<file path="src/rtl/mem_wb_stage_lanes_if.sv">
// Data-memory request/ack bus between the MEM stage (master) and a variable-latency memory (slave).
interface mem_wb_stage_lanes_if #(
    parameter int LEN_DATA = 32,
    parameter int ADDR_W   = 10
);
    localparam int NUM_LANES = LEN_DATA / 8;
    localparam int OFF_W     = $clog2(NUM_LANES);

    logic                    mem_req;
    logic                    mem_we;
    logic [ADDR_W-OFF_W-1:0] mem_addr;
    logic [NUM_LANES-1:0]    mem_be;
    logic [LEN_DATA-1:0]     mem_wdata;
    logic                    mem_ack;
    logic [LEN_DATA-1:0]     mem_rdata;

    modport master (
        output mem_req, mem_we, mem_addr, mem_be, mem_wdata,
        input  mem_ack, mem_rdata
    );

    modport slave (
        input  mem_req, mem_we, mem_addr, mem_be, mem_wdata,
        output mem_ack, mem_rdata
    );
endinterface

</file>
<file path="src/rtl/mem_wb_stage_lanes.sv">
// MEM stage plus MEM/WB register: byte-lane stores/loads over a req/ack memory bus,
// stall generation, bus timeout, misalign and bus-error flags, combinational branch resolve.
module mem_wb_stage_lanes #(
    parameter int LEN_DATA    = 32,
    parameter int ADDR_W      = 10,
    parameter int NUM_BITS    = 5,
    parameter int LEN_MEM_BUS = 9,
    parameter int LEN_WB_BUS  = 2,
    parameter int TIMEOUT     = 16
) (
    input  logic                   clk,
    input  logic                   reset,
    mem_wb_stage_lanes_if.master   mem,
    input  logic                   valid_in,
    input  logic [LEN_DATA-1:0]    in_addr_mem,
    input  logic [LEN_DATA-1:0]    write_data,
    input  logic [LEN_MEM_BUS-1:0] memory_bus,
    input  logic [LEN_WB_BUS-1:0]  in_writeBack_bus,
    input  logic [NUM_BITS-1:0]    in_write_reg,
    input  logic                   zero_flag,
    input  logic [LEN_DATA-1:0]    in_pc_branch,
    input  logic                   halt_flag_m,
    output logic                   stall,
    output logic                   pc_src,
    output logic [LEN_DATA-1:0]    out_pc_branch,
    output logic [LEN_DATA-1:0]    read_data,
    output logic [LEN_WB_BUS-1:0]  out_writeBack_bus,
    output logic [LEN_DATA-1:0]    out_addr_mem,
    output logic [NUM_BITS-1:0]    out_write_reg,
    output logic                   out_halt_flag_m,
    output logic                   out_valid,
    output logic                   out_misalign,
    output logic                   out_bus_err
);
    localparam int NUM_LANES = LEN_DATA / 8;
    localparam int OFF_W     = $clog2(NUM_LANES);
    localparam int CNT_W     = $clog2(TIMEOUT);
    localparam logic [CNT_W-1:0] CNT_LAST = CNT_W'(TIMEOUT - 1);

    typedef enum logic {IDLE = 1'b0, BUSY = 1'b1} state_t;

    // control bus decode
    logic ctl_write, ctl_read, ctl_branch, ctl_unsigned, ctl_bne;
    logic is_byte, is_half, misalign, mem_op;
    logic [OFF_W-1:0] off;

    assign ctl_write    = memory_bus[0];
    assign ctl_read     = memory_bus[1];
    assign ctl_branch   = memory_bus[2];
    assign ctl_unsigned = memory_bus[3];
    assign ctl_bne      = memory_bus[8];
    assign is_byte      = memory_bus[5] | memory_bus[7];
    assign is_half      = memory_bus[4] | memory_bus[6];
    assign off          = in_addr_mem[OFF_W-1:0];
    assign misalign     = is_byte ? 1'b0 : (is_half ? off[0] : (off != '0));
    assign mem_op       = valid_in & (ctl_read | ctl_write);

    assign pc_src        = ctl_branch & (ctl_bne ? ~zero_flag : zero_flag) & valid_in;
    assign out_pc_branch = in_pc_branch;

    // store lane steering: replicate the narrow datum into every lane, enable only the addressed lane(s)
    logic [LEN_DATA-1:0]  st_wdata;
    logic [NUM_LANES-1:0] st_be;

    generate
        for (genvar gi = 0; gi < NUM_LANES; gi++) begin : g_lane
            assign st_wdata[gi*8 +: 8] = is_byte ? write_data[7:0] :
                                         is_half ? write_data[(gi%2)*8 +: 8] :
                                                   write_data[gi*8 +: 8];
            assign st_be[gi] = is_byte ? (off == OFF_W'(gi)) :
                               is_half ? ((off >> 1) == OFF_W'(gi / 2)) :
                                         1'b1;
        end
    endgenerate

    // load formatting; word accesses are only issued with off == 0, so the shift is a no-op for them
    logic [LEN_DATA-1:0] rd_shift;
    logic [LEN_DATA-1:0] ld_fmt;

    assign rd_shift = mem.mem_rdata >> {off, 3'b000};

    // select the addressed lane(s) and zero/sign extend
    always_comb begin
        ld_fmt = rd_shift;
        if (is_byte) begin
            ld_fmt = {{(LEN_DATA-8){~ctl_unsigned & rd_shift[7]}}, rd_shift[7:0]};
        end else if (is_half) begin
            ld_fmt = {{(LEN_DATA-16){~ctl_unsigned & rd_shift[15]}}, rd_shift[15:0]};
        end
    end

    state_t                  state_reg;
    logic [CNT_W-1:0]        cnt_reg;
    logic                    mem_req_reg, mem_we_reg;
    logic [ADDR_W-OFF_W-1:0] mem_addr_reg;
    logic [NUM_LANES-1:0]    mem_be_reg;
    logic [LEN_DATA-1:0]     mem_wdata_reg;

    assign mem.mem_req   = mem_req_reg;
    assign mem.mem_we    = mem_we_reg;
    assign mem.mem_addr  = mem_addr_reg;
    assign mem.mem_be    = mem_be_reg;
    assign mem.mem_wdata = mem_wdata_reg;

    // hold upstream while a request is being launched or is outstanding; release on ack or timeout
    always_comb begin
        stall = 1'b0;
        if (state_reg == IDLE) begin
            stall = mem_op & ~misalign;
        end else begin
            stall = ~mem.mem_ack & (cnt_reg != CNT_LAST);
        end
    end

    // bus FSM and MEM/WB output register
    always_ff @(posedge clk or negedge reset) begin
        if (!reset) begin
            state_reg         <= IDLE;
            cnt_reg           <= '0;
            mem_req_reg       <= 1'b0;
            mem_we_reg        <= 1'b0;
            mem_addr_reg      <= '0;
            mem_be_reg        <= '0;
            mem_wdata_reg     <= '0;
            read_data         <= '0;
            out_writeBack_bus <= '0;
            out_addr_mem      <= '0;
            out_write_reg     <= '0;
            out_halt_flag_m   <= 1'b0;
            out_valid         <= 1'b0;
            out_misalign      <= 1'b0;
            out_bus_err       <= 1'b0;
        end else begin
            case (state_reg)
                IDLE: begin
                    out_addr_mem  <= in_addr_mem;
                    out_write_reg <= in_write_reg;
                    read_data     <= '0;
                    out_bus_err   <= 1'b0;
                    if (mem_op && !misalign) begin
                        state_reg         <= BUSY;
                        cnt_reg           <= '0;
                        mem_req_reg       <= 1'b1;
                        mem_we_reg        <= ctl_write;
                        mem_addr_reg      <= in_addr_mem[ADDR_W-1:OFF_W];
                        mem_be_reg        <= st_be;
                        mem_wdata_reg     <= st_wdata;
                        out_valid         <= 1'b0;
                        out_writeBack_bus <= '0;
                        out_halt_flag_m   <= 1'b0;
                        out_misalign      <= 1'b0;
                    end else if (mem_op) begin
                        out_valid         <= 1'b1;
                        out_writeBack_bus <= '0;
                        out_halt_flag_m   <= halt_flag_m;
                        out_misalign      <= 1'b1;
                    end else begin
                        out_valid         <= valid_in;
                        out_writeBack_bus <= in_writeBack_bus;
                        out_halt_flag_m   <= halt_flag_m;
                        out_misalign      <= 1'b0;
                    end
                end
                BUSY: begin
                    cnt_reg <= cnt_reg + 1'b1;
                    if (mem.mem_ack) begin
                        state_reg         <= IDLE;
                        mem_req_reg       <= 1'b0;
                        read_data         <= (ctl_read && !ctl_write) ? ld_fmt : '0;
                        out_valid         <= 1'b1;
                        out_writeBack_bus <= in_writeBack_bus;
                        out_addr_mem      <= in_addr_mem;
                        out_write_reg     <= in_write_reg;
                        out_halt_flag_m   <= halt_flag_m;
                        out_misalign      <= 1'b0;
                        out_bus_err       <= 1'b0;
                    end else if (cnt_reg == CNT_LAST) begin
                        state_reg         <= IDLE;
                        mem_req_reg       <= 1'b0;
                        read_data         <= '0;
                        out_valid         <= 1'b1;
                        out_writeBack_bus <= '0;
                        out_addr_mem      <= in_addr_mem;
                        out_write_reg     <= in_write_reg;
                        out_halt_flag_m   <= halt_flag_m;
                        out_misalign      <= 1'b0;
                        out_bus_err       <= 1'b1;
                    end
                end
                default: state_reg <= IDLE;
            endcase
        end
    end
endmodule
</file>
<file path="src/flat_wrapper.sv">
// flat-port wrapper written by rule: the top's interface ports become plain ports
module mem_wb_stage_lanes_flat 
#(
    parameter int LEN_DATA    = 32,
    parameter int ADDR_W      = 10,
    parameter int NUM_BITS    = 5,
    parameter int LEN_MEM_BUS = 9,
    parameter int LEN_WB_BUS  = 2,
    parameter int TIMEOUT     = 16
)
  (clk, reset, valid_in, in_addr_mem, write_data, memory_bus, in_writeBack_bus, in_write_reg, zero_flag, in_pc_branch, halt_flag_m, stall, pc_src, out_pc_branch, read_data, out_writeBack_bus, out_addr_mem, out_write_reg, out_halt_flag_m, out_valid, out_misalign, out_bus_err, mem_mem_req, mem_mem_we, mem_mem_addr, mem_mem_be, mem_mem_wdata, mem_mem_ack, mem_mem_rdata);
  mem_wb_stage_lanes_if #(.LEN_DATA(LEN_DATA), .ADDR_W(ADDR_W)) mem_i ();
  input  logic clk;
  input  logic reset;
  input  logic valid_in;
  input  logic [LEN_DATA-1:0] in_addr_mem;
  input  logic [LEN_DATA-1:0] write_data;
  input  logic [LEN_MEM_BUS-1:0] memory_bus;
  input  logic [LEN_WB_BUS-1:0] in_writeBack_bus;
  input  logic [NUM_BITS-1:0] in_write_reg;
  input  logic zero_flag;
  input  logic [LEN_DATA-1:0] in_pc_branch;
  input  logic halt_flag_m;
  output logic stall;
  output logic pc_src;
  output logic [LEN_DATA-1:0] out_pc_branch;
  output logic [LEN_DATA-1:0] read_data;
  output logic [LEN_WB_BUS-1:0] out_writeBack_bus;
  output logic [LEN_DATA-1:0] out_addr_mem;
  output logic [NUM_BITS-1:0] out_write_reg;
  output logic out_halt_flag_m;
  output logic out_valid;
  output logic out_misalign;
  output logic out_bus_err;
  output wire logic [$bits(mem_i.mem_req)-1:0] mem_mem_req;
  output wire logic [$bits(mem_i.mem_we)-1:0] mem_mem_we;
  output wire logic [$bits(mem_i.mem_addr)-1:0] mem_mem_addr;
  output wire logic [$bits(mem_i.mem_be)-1:0] mem_mem_be;
  output wire logic [$bits(mem_i.mem_wdata)-1:0] mem_mem_wdata;
  input wire logic [$bits(mem_i.mem_ack)-1:0] mem_mem_ack;
  input wire logic [$bits(mem_i.mem_rdata)-1:0] mem_mem_rdata;
  assign mem_mem_req = mem_i.mem_req;
  assign mem_mem_we = mem_i.mem_we;
  assign mem_mem_addr = mem_i.mem_addr;
  assign mem_mem_be = mem_i.mem_be;
  assign mem_mem_wdata = mem_i.mem_wdata;
  assign mem_i.mem_ack = mem_mem_ack;
  assign mem_i.mem_rdata = mem_mem_rdata;
  mem_wb_stage_lanes #(.LEN_DATA(LEN_DATA), .ADDR_W(ADDR_W), .NUM_BITS(NUM_BITS), .LEN_MEM_BUS(LEN_MEM_BUS), .LEN_WB_BUS(LEN_WB_BUS), .TIMEOUT(TIMEOUT)) u_core (.clk(clk), .reset(reset), .mem(mem_i), .valid_in(valid_in), .in_addr_mem(in_addr_mem), .write_data(write_data), .memory_bus(memory_bus), .in_writeBack_bus(in_writeBack_bus), .in_write_reg(in_write_reg), .zero_flag(zero_flag), .in_pc_branch(in_pc_branch), .halt_flag_m(halt_flag_m), .stall(stall), .pc_src(pc_src), .out_pc_branch(out_pc_branch), .read_data(read_data), .out_writeBack_bus(out_writeBack_bus), .out_addr_mem(out_addr_mem), .out_write_reg(out_write_reg), .out_halt_flag_m(out_halt_flag_m), .out_valid(out_valid), .out_misalign(out_misalign), .out_bus_err(out_bus_err));
endmodule
</file>
<file path="config.mk">
export PLATFORM = sky130hd
export DESIGN_NAME = mem_wb_stage_lanes_flat
export DESIGN_NICKNAME = d
export VERILOG_FILES = /design/src/rtl/mem_wb_stage_lanes_if.sv /design/src/rtl/mem_wb_stage_lanes.sv /design/src/flat_wrapper.sv
export SDC_FILE = /design/constraint.sdc
export NUM_CORES = 1
export LEC_CHECK = 0
export ABC_CLOCK_PERIOD_IN_PS = 1900
export CELL_PAD_IN_SITES_DETAIL_PLACEMENT = 2
export CELL_PAD_IN_SITES_GLOBAL_PLACEMENT = 2
export CORE_MARGIN = 5
export CORE_UTILIZATION = 20
export DETAILED_ROUTE_END_ITERATION = 8
export PLACE_DENSITY = 0.79
export RECOVER_POWER = 25
export SYNTH_ARGS = -nofsm -noshare
export SYNTH_HDL_FRONTEND = slang
export SYNTH_SLANG_ARGS = --single-unit
</file>
<file path="constraint.sdc">
create_clock -name clk -period 1.9 [get_ports clk]
set_clock_uncertainty 0.15 [all_clocks]
set_input_delay 0.285 -clock clk [delete_from_list [all_inputs] [get_ports clk]]
set_output_delay 0.285 -clock clk [all_outputs]
set_load 0.02 [all_outputs]
</file>
# ---- After elaboration in Yosys (flattened, before gate mapping)
# Index checks and enable logic that the tools add are counted.
dict set report word_totals {
  input_bits 150
  regBits 126
  output_inout_bits 155
  wordCells 104
}
dict set report op_classes {
  addsub 1
  n_bitwise 15
  mux 56
  reduce_logical 9
  shifts 1
  n_eq_ne 7
}
# operator count
set ops {}
lappend ops {{two-way mux 32 bit} 7}
lappend ops {{one-hot mux 32 bit (2 select lines)} 2}
lappend ops {{two-way mux 8 bit} 5}
lappend ops {{>> shifter 32 x 5 -> 32 bit} 1}
lappend ops {{two-way mux 1 bit} 26}
lappend ops {{one-hot mux 1 bit (2 select lines)} 6}
lappend ops {{two-way mux 5 bit} 2}
lappend ops {{one-hot mux 5 bit (2 select lines)} 1}
lappend ops {{two-way mux 2 bit} 4}
lappend ops {{one-hot mux 4 bit (2 select lines)} 1}
lappend ops {{bitwise AND 1 bit} 7}
lappend ops {{NOT 1 bit} 5}
lappend ops {{adder 4 x 1 -> 4 bit (second input constant)} 1}
lappend ops {{equality test 2 bit (second input constant)} 2}
lappend ops {{equality test 4 bit (second input constant)} 1}
lappend ops {{logical NOT 2 bit} 2}
lappend ops {{two-way mux 4 bit} 1}
lappend ops {{!= test 4 bit (second input constant)} 1}
lappend ops {{one-hot mux 2 bit (2 select lines)} 1}
lappend ops {{AND reduction 2 bit} 2}
lappend ops {{!= test 3 bit (second input constant)} 1}
lappend ops {{bitwise OR 1 bit} 3}
lappend ops {{equality test 2 x 1 -> 1 bit (second input constant)} 1}
lappend ops {{logical AND 1 bit} 2}
lappend ops {{other kinds (3)} 4}

# ---- Longest topological paths before layout
dict set report logic_depth {
  ltp_word 7
  mapped_depth 8
  ltp_nobuf 4
}

# ---- Worst setup path before layout
# Ideal clock, no wire load.
dict set report synth_path {
  path_kind {reg-to-output}
  from {register u_core.state_reg}
  to {output stall}
  slack_ns -0.053
  arrival_ns 1.518
  path_stages_with_launch 7
  path_buffers 3
  required_time_ns 1.465
  path_cell_list {dfrtp_1 > clkbuf_2 > nand2b_1 > a31o_2 > clkbuf_1 > clkbuf_1 > nand2_1}
}
dict set report synth_via {
  elab_chain_cells 1
}
# item line_no
set synth_lines {}
lappend synth_lines {{start, declared} mem_wb_stage_lanes.sv:92} ;# state_t state_reg;
lappend synth_lines {{start signal, assigned} mem_wb_stage_lanes.sv:118} ;# state_reg <= IDLE;
lappend synth_lines {{start signal, assigned} mem_wb_stage_lanes.sv:141} ;# state_reg <= BUSY;
lappend synth_lines {{start signal, assigned} mem_wb_stage_lanes.sv:167} ;# state_reg <= IDLE;
lappend synth_lines {{two-way mux 1 bit} mem_wb_stage_lanes.sv:108} ;# if (state_reg == IDLE) begin
lappend synth_lines {{end, declared} flat_wrapper.sv:24} ;# output logic stall;
# Every way passes these cells.

# ---- Worst setup path after layout
dict set report layout_path {
  from {register u_core.state_reg}
  to {register u_core.read_data[24]}
}
dict set report layout_via {
  elab_chain_cells 2
  elab_cells_between_ends 3
  cone_classes {eq/ne (1); mux (1); bitwise (1)}
}
# item line_no
set layout_lines {}
lappend layout_lines {{NOT 1 bit (no line)} --}
lappend layout_lines {{one-hot mux 32 bit (2 select lines)} mem_wb_stage_lanes.sv:134} ;# case (state_reg)
lappend layout_lines {{end signal, assigned} mem_wb_stage_lanes.sv:169} ;# read_data <= (ctl_read && !ctl_write) ? ld_fmt : '0;
lappend layout_lines {{end, declared} mem_wb_stage_lanes.sv:26} ;# output logic [LEN_DATA-1:0] read_data,
# Parallel ways exist; a longest one is shown, timed or not.
# A chain may end at the register's enable or synchronous reset.

==> results.ini <==
[clock_network]
cts_tree=built
cts.sinks=126
cts_buffers=17
htreeDepth=4
clkLatencyLatePin_ns=0.41
clk_pin_slew_worst_paths_ns=0.07
root_buffer=clkbuf_16
cts_buffer_depth=2

[sta]
rsz0062_at_grt=true
slew_headroom_pct=30.8
finalHoldViolCount=0
finalCriticalPeriod_ns=1.92
slew_viol_final=0
timing.hold.ws_ns=0.260
tightest_slew_ns=1.04
period_share_pct=101
fmax_ghz=0.520
setup_viol=12
setup_slack_ns=-0.0235

[synthesis]
synth_area_um2=5930
netlist_instances=595
yosys_warnings=0
synth_most_common_cell=nand2_1
synth.largest_area_cell=dfrtp_1
ys_seq_elements=126
synthAdderAreaFrac_pct=0.211
synth_top_family_by_area=simple AND/OR/NAND/NOR gates
synth-compound-area-share_pct=12.1
syn_nets=746
synth_flop_cell=dfrtp_1
synthMuxAreaShare_pct=12.1
yosys.area_share.xor_xnor_pct=0.148
synth_top_area_share_pct=53.2
yosys.area_share.simple_pct=15.5
synth_edf_count=0
synth_cell_type_count=46
ys_seq_area_share_pct=53.2
asyncSetResetFlopFracSynth_pct=100
synth_area_leaders=dfrtp_1 (53%), nand2_1 (9.8%), mux2_2 (6.8%), mux2i_1 (5.2%), buf_4 (4.1%)
synthTopCellsByCount=nand2_1 (155), dfrtp_1 (126), mux2_2 (36), o21ai_0 (36)
syn_area_per_cell_um2=9.96

[routing]
dr.pass1.iters=4
routed_wirelength_um=25100
route.detailed.drc=0
avgRoutedWirePerCell_um=20.0
drt_iter0_drc=150
via_count=5464
via_per_inst=4.35
ant_nets=0

[pwr]
p_leak_nw=4.51
powerDensity_nw_per_um2=959
irDropWorstVdd_uv=457

[finish]
nets=1006
postLayoutCoreUtil_pct=33.4
area.growth.synth_to_final_pct=66.2
nFillCells=3212
diodes=0
drive_gt1_share_pct=19.4

[floorplanning]
core_um2=29500
fp.dieW_um=182
rows=63
fp.dieH_um=182
start_util_pct=20.1
ios=305
die_area_um2=33200

[run_status]
status=finished with violations
failed_checks=negative setup slack

[critical_path]
slowest_stage=or4_4
cp_slowest_stage_delay_ns=0.45
ff2ff_path_depth=6
end_kind=register
start_kind=register
critPathMaxFanout=8
worstPathRequired_ns=2.11
cp.arrival_ns=2.13
path_cells=nand4b_1 -> buf_6 -> or4_4 -> nor3_4 -> buf_12 -> a221o_1
criticalPathCategory=reg -> reg

[global_route]
grt_max_degree=49
grt_util_all_layers_pct=15.1
antenna_found_initial=1
grt-ovfl-total=0
grt_pass1_wl_um=38600
first_global_vias=6473

[placement]
place_congestion=0.816
port_buffers=240
dp_hpwl_um=19200

[flow_run]
cap_viol_max_count=0

[worst_hold_path]
holdCritPathClass=in -> reg
hold_depth=3

per-layer routing:
layer,up-vias,wire length [um],GRT usage (%)
li1,2521,-,-
met4,2,235,3.00
met2,180,12700,26.4
met1,2743,10000,17.2
met5,-,20,0
met3,18,2170,6.56
logic make-up (layout without fill, tap and decap cells):
kind of cell               after synthesis  in the layout
and+or+nand+nor                        216            216
muxes                                   67             67
AOI/OAI and AO/OA                      112            112
DFF                                    126            126
adders and majority gates                1              1
buffers and inverters                   72            343
xor gates and xnor gates                 1              1
final cells by class:
type	count	area, um^2	area share [%]
Sequential cell	126	3150	32.0
Timing Repair Buffer	311	3130	31.8
Multi-Input combinational cell	397	2500	25.4
Tap cell	390	488	4.95
Clock buffer	19	443	4.50
Clock inverter	11	120	1.22
Inverter	2	7.51	0.0762
worst paths after layout:
kind | from | to | slack [ns]
hold / removal | memory_bus[0] | u_core.mem.mem_we$_DFFE_PN0P_ | 0.26
max in group asynchronous | reset | u_core.mem.mem_wdata[17]$_DFFE_PN0P_ | 0.26
setup / recovery | u_core.state_reg$_DFF_PN0_ | u_core.read_data[24]$_DFFE_PN0P_ | -0.02
hold reg to reg | u_core.out_addr_mem[1]$_DFFE_PN0P_ | u_core.out_addr_mem[1]$_DFFE_PN0P_ | 0.31
setup reg to reg | u_core.state_reg$_DFF_PN0_ | u_core.read_data[24]$_DFFE_PN0P_ | -0.02
min in group asynchronous | reset | u_core.out_addr_mem[31]$_DFFE_PN0P_ | 0.45
per-stage QoR:
| step | setup WS [ns] | cells | instance area (um^2) | setup TNS [ns] | power (mW) |
|---|---|---|---|---|---|
| detailed placement | -0.639 | 1220 | 9050 | -47.43 | 6.25 |
| CTS | -0.0993 | 1254 | 9720 | -1.85 | 9.59 |
| finish | -0.0235 | 1256 | 9850 | -0.142 | 9.45 |
| floorplan | 0.0309 | 595 | 5930 | 0 | 4.63 |
| global placement | -0.586 | 1220 | 9050 | -40.73 | 6.16 |
| global route | -0.0663 | 1256 | 9850 | -0.915 | 9.95 |
repair_timing:
item                                    in CTS  in global routing
gates resized for setup                     34                 40
buffers inserted                             2                  3
pin swaps                                    6                  6
endpoints found under the setup margin      65                 53
hold buffers                                 1                  0
gates cloned                                 1                  0
hold endpoints to repair                    34                  0
worst max-delay path: cells and delay by family, from the launching register on:
family / cells / cell delay (ns)
DFF: 1 / 0.40
buffers and inverters: 2 / 0.35
AOI/OAI and AO/OA: 1 / 0.13
and+or+nand+nor: 3 / 0.83
layout by cell type, fill, tap and decap left out, drive strengths merged, types with 2 or more instances in the layout:
master	n
clkdlybuf4s50	206
nand2	155
dfrtp	126
buf	71
o21ai	37
mux2	36
a21oi	32
mux2i	31
nor2	25
clkbuf	20
dlymetal6s2s	19
a221o	16
dlygate4sd2	13
a31oi	10
and2	9
nand3	8
clkinv	6
nand2b	4
a21o	3
clkinvlp	3
or2	3
inv	2
a22oi	2
nor2b	2
a32o	2
bufinv	2
nor3b	2
a31o	2
power breakdown:
group          internal, mW  total [mW]  switching, mW  leakage (nW)
clock network          1.95        3.24           1.29         0.270
logic                  1.41        2.86           1.46          2.68
registers              3.10        3.34          0.244          1.56
total                  6.45        9.45           2.99          4.51
Power figures use the tool's default switching activity.
